### src/rtl/ysyx_23060096_pkg.sv
// Shared definitions for the NPC register-file write-back path.
package ysyx_23060096_pkg;

  // Default widths of the register file.
  localparam int ADDR_WIDTH_DEF = 5;
  localparam int DATA_WIDTH_DEF = 32;

  // Width of the EXU aging counter.
  localparam int AGE_W = 4;

  // Identity of the requester that owns the write port in a given cycle.
  typedef enum logic {
    WB_EXU = 1'b0,
    WB_LSU = 1'b1
  } wb_src_e;

endpackage

### src/rtl/ysyx_23060096_scoreboard.sv
// Pending-write bitmap for the register file: set on issue, cleared when the
// register file is written, read combinationally by the IDU on two ports.
module ysyx_23060096_scoreboard
  import ysyx_23060096_pkg::*;
#(
  parameter int ADDR_WIDTH = ADDR_WIDTH_DEF
) (
  input  logic                  clk,
  input  logic                  rstn,
  input  logic                  set_en,
  input  logic [ADDR_WIDTH-1:0] set_idx,
  input  logic                  clr_en,
  input  logic [ADDR_WIDTH-1:0] clr_idx,
  input  logic [ADDR_WIDTH-1:0] ra,
  input  logic [ADDR_WIDTH-1:0] rb,
  output logic                  ra_busy,
  output logic                  rb_busy
);

  localparam int NREG = 1 << ADDR_WIDTH;

  logic [NREG-1:0] pending_q;
  logic [NREG-1:0] pending_d;

  // Next bitmap: clear first, then set, so a same-cycle set on the same
  // index wins. x0 is never pending.
  always_comb begin
    pending_d = pending_q;
    if (clr_en) begin
      pending_d[clr_idx] = 1'b0;
    end
    if (set_en && (set_idx != '0)) begin
      pending_d[set_idx] = 1'b1;
    end
    pending_d[0] = 1'b0;
  end

  // Bitmap register; reset forgets every outstanding write.
  always_ff @(posedge clk) begin
    if (!rstn) begin
      pending_q <= '0;
    end else begin
      pending_q <= pending_d;
    end
  end

  // Read ports have no bypass: a write landing this cycle still reads busy.
  always_comb begin
    ra_busy = pending_q[ra];
    rb_busy = pending_q[rb];
  end

endmodule

### src/rtl/ysyx_23060096_rf_wb_arbiter.sv
// Write-back arbiter for the register file's single write port. LSU has
// default priority; an aging counter lets a refused EXU take the port after
// AGE_MAX refused cycles. The winning write is registered onto the port and
// a scoreboard tracks outstanding destinations for hazard detection.
//
// Handshake: a request transfers on a cycle where valid && ready. The
// requester holds valid/rd/data stable until it sees ready; ready depends
// only on both valids and the age counter (never on ready itself), at most
// one ready is high per cycle, and both readies are low while rstn is low.
module ysyx_23060096_rf_wb_arbiter
  import ysyx_23060096_pkg::*;
#(
  parameter int ADDR_WIDTH = ADDR_WIDTH_DEF,
  parameter int DATA_WIDTH = DATA_WIDTH_DEF,
  parameter int AGE_MAX    = 4
) (
  input  logic                  clk,
  input  logic                  rstn,
  input  logic                  exu_valid,
  output logic                  exu_ready,
  input  logic [ADDR_WIDTH-1:0] exu_rd,
  input  logic [DATA_WIDTH-1:0] exu_data,
  input  logic                  lsu_valid,
  output logic                  lsu_ready,
  input  logic [ADDR_WIDTH-1:0] lsu_rd,
  input  logic [DATA_WIDTH-1:0] lsu_data,
  input  logic                  issue_en,
  input  logic [ADDR_WIDTH-1:0] issue_rd,
  input  logic [ADDR_WIDTH-1:0] ra,
  input  logic [ADDR_WIDTH-1:0] rb,
  output logic                  ra_busy,
  output logic                  rb_busy,
  output logic                  rf_wen,
  output logic [ADDR_WIDTH-1:0] rf_waddr,
  output logic [DATA_WIDTH-1:0] rf_wdata
);

  localparam logic [AGE_W-1:0] AGE_LIMIT = AGE_W'(AGE_MAX);

  logic [AGE_W-1:0]      age_q;
  logic [AGE_W-1:0]      age_d;
  logic                  rf_wen_q;
  logic                  rf_wen_d;
  logic [ADDR_WIDTH-1:0] rf_waddr_q;
  logic [ADDR_WIDTH-1:0] rf_waddr_d;
  logic [DATA_WIDTH-1:0] rf_wdata_q;
  logic [DATA_WIDTH-1:0] rf_wdata_d;

  logic                  exu_wins;
  wb_src_e               grant_src;
  logic                  xfer;
  logic [ADDR_WIDTH-1:0] sel_rd;
  logic [DATA_WIDTH-1:0] sel_data;

  // Arbitration: EXU wins when alone or once it has aged out; otherwise LSU.
  always_comb begin
    exu_wins  = exu_valid && (!lsu_valid || (age_q == AGE_LIMIT));
    exu_ready = rstn && exu_wins;
    lsu_ready = rstn && lsu_valid && !exu_wins;
    grant_src = exu_wins ? WB_EXU : WB_LSU;
    xfer      = (exu_valid && exu_ready) || (lsu_valid && lsu_ready);
    sel_rd    = (grant_src == WB_EXU) ? exu_rd : lsu_rd;
    sel_data  = (grant_src == WB_EXU) ? exu_data : lsu_data;
  end

  // Age counts refused EXU cycles, saturating; any EXU transfer or idle
  // EXU restarts it.
  always_comb begin
    age_d = age_q;
    if (!exu_valid || exu_ready) begin
      age_d = '0;
    end else if (age_q != AGE_LIMIT) begin
      age_d = age_q + 1'b1;
    end
  end

  // Write stage: a transfer loads address/data; writes to x0 are dropped by
  // keeping the enable low. Address/data hold when idle.
  always_comb begin
    rf_wen_d   = 1'b0;
    rf_waddr_d = rf_waddr_q;
    rf_wdata_d = rf_wdata_q;
    if (xfer) begin
      rf_wen_d   = (sel_rd != '0);
      rf_waddr_d = sel_rd;
      rf_wdata_d = sel_data;
    end
  end

  // Age counter and write register; reset drops any accepted write in flight.
  always_ff @(posedge clk) begin
    if (!rstn) begin
      age_q      <= '0;
      rf_wen_q   <= 1'b0;
      rf_waddr_q <= '0;
      rf_wdata_q <= '0;
    end else begin
      age_q      <= age_d;
      rf_wen_q   <= rf_wen_d;
      rf_waddr_q <= rf_waddr_d;
      rf_wdata_q <= rf_wdata_d;
    end
  end

  // Port drivers for the registered write.
  always_comb begin
    rf_wen   = rf_wen_q;
    rf_waddr = rf_waddr_q;
    rf_wdata = rf_wdata_q;
  end

  ysyx_23060096_scoreboard #(
    .ADDR_WIDTH (ADDR_WIDTH)
  ) u_scoreboard (
    .clk     (clk),
    .rstn    (rstn),
    .set_en  (issue_en),
    .set_idx (issue_rd),
    .clr_en  (rf_wen_q),
    .clr_idx (rf_waddr_q),
    .ra      (ra),
    .rb      (rb),
    .ra_busy (ra_busy),
    .rb_busy (rb_busy)
  );

endmodule
### config.mk
export PLATFORM = sky130hd
export DESIGN_NAME = ysyx_23060096_rf_wb_arbiter
export DESIGN_NICKNAME = d
export VERILOG_FILES = /design/src/rtl/ysyx_23060096_pkg.sv /design/src/rtl/ysyx_23060096_scoreboard.sv /design/src/rtl/ysyx_23060096_rf_wb_arbiter.sv
export SDC_FILE = /design/constraint.sdc
export NUM_CORES = 1
export LEC_CHECK = 0
export BUFFER_PORTS_ARGS = -buffer_cell sky130_fd_sc_hd__buf_2
export CORE_ASPECT_RATIO = 2
export CORE_MARGIN = 1.5
export CORE_UTILIZATION = 51
export CTS_BUF_LIST = sky130_fd_sc_hd__clkbuf_8
export CTS_CLUSTER_DIAMETER = 120
export CTS_CLUSTER_SIZE = 28
export DETAILED_ROUTE_END_ITERATION = 10
export GPL_ROUTABILITY_DRIVEN = 0
export MAX_ROUTING_LAYER = met4
export PLACE_DENSITY = 0.82
export SLEW_MARGIN = 20
export SYNTH_ARGS = -nofsm -noshare
export SYNTH_HDL_FRONTEND = slang
export SYNTH_SLANG_ARGS = --single-unit
### constraint.sdc
create_clock -name clk -period 1.85 [get_ports clk]
set_input_delay 0.0925 -clock clk [delete_from_list [all_inputs] [get_ports clk]]
set_output_delay 0.0925 -clock clk [all_outputs]
set_load 0.01 [all_outputs]
Word-level counts from Yosys, hierarchy flattened --
Index checks and enable logic that the tools add are counted. Widths: inputs -> output; s select.
Operators by class: add/sub/neg operators 1, order comparisons 6, equal/unequal tests 2, muxes and demuxes 12, bitwise gates (word level) 4, reduce and logical (&&, ||, !) cells 19
Operators with widths (number):
- $mux 32 | 3
- $and 32x32->32 | 1
- $not 32->32 | 1
- $or 32x32->32 | 1
- $lt 5x6->1 const B | 4
- $bmux 1 s5 | 2
- $demux 1 s5 | 2
- $ge 5x1->1 const B | 2
- $reduce_bool 5->1 | 2
- $logic_and 1x1->1 | 9
- $mux 5 | 1
- $add 4x1->4 const B | 1
- $eq 4x3->1 const B | 1
- $mux 1 | 4
- $ne 4x3->1 const B | 1
- $logic_not 1->1 | 3
- $logic_or 1x1->1 | 3
- $reduce_and 2->1 | 1
- $reduce_or 2->1 | 1
- $not 1->1 | 1
Storage, ports and cells: flip-flop bits (word level) 74, input port bits 94, output and inout port bits 42, word-level logic and storage cells 50

Logic depth before layout (Yosys ltp) --
depth in word-level cells 9, mapped depth 7

Modules after synthesis --
A second synthesis with hierarchy kept.
Second synthesis, totals: cell total of the unflattened synthesis 435, area total of the unflattened synthesis 4033.9 um2
By module, submodules not included:
- ysyx_23060096_rf_wb_arbiter | times used 1, cells an instance 205, area an instance 2129.5 um2
- ysyx_23060096_scoreboard | times used 1, cells an instance 230, area an instance 1904.3 um2

Least setup slack after synthesis --
No wires, ideal clock.
path type reg2reg, start point reg age_q[0], end point reg rf_wdata_q[25] (netlist: rf_wdata[25]), setup time 0.134 ns, data arrival time 1.405 ns, required time 1.716 ns, path slack 0.311 ns, stages on the path, launching flop included 8, path buffers 2, clock period less this slack 1.539 ns, cell sequence dfxtp_1 -> inv_1 -> ha_1 -> and3b_1 -> o21ai_2 -> buf_2 -> buf_2 -> a211oi_1
On the way: cells in the longest elaborated chain, start to end 7
RTL lines:
- from (decl) | RTL line ysyx_23060096_rf_wb_arbiter.sv:40 | logic [AGE_W-1:0] age_q;
- from (signal assigned) | RTL line ysyx_23060096_rf_wb_arbiter.sv:98 | age_q <= age_d;
- $eq 4x3->1 (*) | RTL line ysyx_23060096_rf_wb_arbiter.sv:57 | exu_wins = exu_valid && (!lsu_valid || (age_q == AGE_LIMIT));
- $logic_or 1x1->1 (*) | RTL line ysyx_23060096_rf_wb_arbiter.sv:57
- $logic_and 1x1->1 (*) | RTL line ysyx_23060096_rf_wb_arbiter.sv:57
- $logic_not 1->1 | RTL line ysyx_23060096_rf_wb_arbiter.sv:59 | lsu_ready = rstn && lsu_valid && !exu_wins;
- $logic_and 1x1->1 | RTL line ysyx_23060096_rf_wb_arbiter.sv:59
- $logic_and 1x1->1 | RTL line ysyx_23060096_rf_wb_arbiter.sv:61 | xfer = (exu_valid && exu_ready) || (lsu_valid && lsu_ready);
- $logic_or 1x1->1 | RTL line ysyx_23060096_rf_wb_arbiter.sv:61
- to (signal assigned) | RTL line ysyx_23060096_rf_wb_arbiter.sv:101 | rf_wdata_q <= rf_wdata_d;
- to (decl) | RTL line ysyx_23060096_rf_wb_arbiter.sv:46 | logic [DATA_WIDTH-1:0] rf_wdata_q;
Every way passes the cells marked *; elsewhere a longest branch is shown, timed or not. A chain may end at the register's enable or synchronous reset.

Worst setup path in the final report --
start point reg age_q[0], end point out lsu_ready
On the way: cells in the longest elaborated chain, start to end 5
RTL lines:
- $eq 4x3->1 | RTL line ysyx_23060096_rf_wb_arbiter.sv:57
- $logic_or 1x1->1 | RTL line ysyx_23060096_rf_wb_arbiter.sv:57
- $logic_and 1x1->1 | RTL line ysyx_23060096_rf_wb_arbiter.sv:57
- $logic_not 1->1 | RTL line ysyx_23060096_rf_wb_arbiter.sv:59
- $logic_and 1x1->1 | RTL line ysyx_23060096_rf_wb_arbiter.sv:59
- to (decl) | RTL line ysyx_23060096_rf_wb_arbiter.sv:24 | output logic lsu_ready,
No other way between the ends.

==> results.toml <==
[synth]
postSynth.asyncResetShare = 0
avgSynthCellArea_um2 = 8.64
synth-seq-cells = 73
synth_flop_cell = "dfxtp_1"
synth_cells = 428
syn-num-nets = 524
ys_warn_count = 0
syn-cell-area_um2 = 3700
synth_edf_count = 0
ys_seq_area_frac = 0.395
synth.distinct_cells = 32

[floorplanning]
num_io_pins = 136
core_um2 = 6990
die_h_um = 123
fp.dieW_um = 63.2
rows = 43
start_util = 0.529
dieArea_um2 = 7800

[sta]
fin_ws_ps = 8.39
fin_skew_ps = 6.01
slew_violations = 0
max_freq_mhz = 543
slew_headroom = 0.558
hold_viol_final = 0
rsz0062_at_grt = "true"
finalSetupTns_ps = 0
tightest_slew_ps = 660
fin_crit_ps = 1840
fin_crit_sh = 0.995
setup_viol = 0

[final_layout]
final_nets = 662
layout_commonest_cell = "buf_2"
drive_gt1_frac = 0.343
stdcell_count = 661
mostFrequentLayoutCells = "buf_2, dfxtp_1, mux2i_1, nor2_1, a21oi_1"
stdcell_area_um2 = 4870
antenna_cells = 0
syn_to_final_growth_pct = 31.7

[worst_setup_path]
crit_path_max_incr_delay_ps = 350
arrival_ps = 1750
critPathCaptureType = "output port"
timing.critical_path.fanout_max = 4
worstSetupPathType = "reg -> out"
critPathLaunchType = "flop"
cp_num_buf_inv = 3
critPathSlowestCell = "dfxtp_2"
crit_chain = "inv_2 -> ha_4 -> and3b_2 -> o21ai_4 -> buf_12 -> and3_4 -> buf_6"
crit_required_ps = 1760
critical-path-top-delay-family = "simple AND/OR/NAND/NOR gates"

[placed_design]
dp.cells = 629
placed_area_um2 = 4440
dp_hpwl_um = 7860
io_buffers = 135
pre_cts_slack_ps = 177

[clock_tree]
clkTransAtPathRegs_ps = 80
htreeDepth = 3
root_buffer = "clkbuf_8"
cts.sinks = 73
cts_tree = "yes"
clock_path_buffers = 2
numCtsBuffers = 9
insertion_delay_ps = 350

[global_route]
grt_pass1_vias = 3855
antenna_found_initial = 0
grt_pass1_wl_um = 17600
grt_max_degree = 44
grt_usage = 0.299
grt_overflow = 0

[detailed_routing]
drt_pass1_iterations = 5
wl_per_cell_um = 17.1
ant_nets = 0
vias_per_cell = 5.87
drt-total-wl_um = 11300
drc = 0
drt-initial-drc-count = 230
num_vias = 3880

[job]
drv_cap = 0

[pwr]
p_per_area_nw_per_um2 = 741
leakage_nw = 2.20
finalPower_mw = 3.61
max-vdd-ir-drop_mv = 0.574

[status]
status = "complete, no violations"

[min_path]
hold_path.class = "in -> reg"
[state kept, by name, indices dropped and copies added (netlist names)]
name,cells
age_q,4
rf_wen,1
u_scoreboard.pending_q,31
rf_wdata,32
rf_waddr,5
[layout make-up]
| type | count | area [um^2] |
|---|---|---|
| fillers | 553 | 2120 |
| multi-input cells | 318 | 2120 |
| flip-flops and latches | 73 | 1470 |
| repair buffers | 158 | 955 |
| clock buffers | 10 | 138 |
| well taps | 90 | 113 |
| clock inverters | 6 | 57.6 |
| inverters | 6 | 22.5 |
[where the power goes]
part           leakage (nW)  internal [mW]  switching [mW]
Clock                 0.102          0.650           0.601
Combinational          1.49          0.312           0.338
Sequential            0.601           1.65          0.0609
[cell families after synthesis]
kind of cell | synth area share
mux | 0.185
buf+inv | 0.0430
simple gates | 0.172
flops | 0.395
fa+ha+maj | 0.00676
compound gates | 0.196
xor+xnor | 0.00237
[Yosys cell counts (2+ instances only)]
cell type	count	area, um^2
inv_1	5	18.8
nand2_1	37	139
nor3b_1	4	30.0
mux2i_1	55	551
a211oi_1	39	293
dfxtp_1	73	1460
nor3_1	3	15.0
or3b_2	2	17.5
o211ai_1	2	15.0
and3_1	3	18.8
nand3b_1	5	37.5
a21oi_1	39	195
nor2_1	50	188
nand2b_1	4	25.0
o21ai_0	33	165
or4_1	2	15.0
clkbuf_1	15	56.3
mux4_2	6	135
o2111ai_1	2	17.5
nor2b_1	4	25.0
buf_2	16	80.1
and3b_1	4	35.0
a22oi_1	4	30.0
ha_1	2	25.0
nand4_1	2	12.5
nand3_1	11	55.1
[worst paths after layout]
check	depth (start not counted)	slack (ps)	startpoint	endpoint
max	7	8	age_q[0]	lsu_ready
min	3	20	exu_data[20]	rf_wdata[20]
max reg2reg	8	90	age_q[0]	rf_wdata[17]
min reg2reg	2	490	u_scoreboard.pending_q[18]	u_scoreboard.pending_q[18]
[routing by layer]
metal,part of all wire,track usage
met3,0.052,0.0510
met1,0.35,0.292
met2,0.54,0.538
met4,0.061,0.197
met5,0,-
[worst register-to-register path: cells and delay by family (launching register included)]
family	cells	cell delay, ps
buffers and inverters	4	600
DFF	1	350
AOI/OAI and AO/OA	2	310
and+or+nand+nor	1	220
adders and majority gates	1	150
[through the flow]
stage                     hold slack [ps]  utilization
final                                16.7        0.697
after global routing                 15.6        0.697
after CTS                            10.9        0.689
after detailed placement              387        0.634
after global placement                380        0.634
after floorplan                       231            -
[repair_timing]
action | 4_1_cts | 5_1_grt
hold endpoints to repair | 0 | 0
cloned | 3 | 0
endpoints found under the setup margin | 2 | 9
setup buffers | 8 | 5
resized for setup | 9 | 5
hold buffers | 0 | 0
pin swaps | 3 | 2
(Power assumes the default switching activity.)
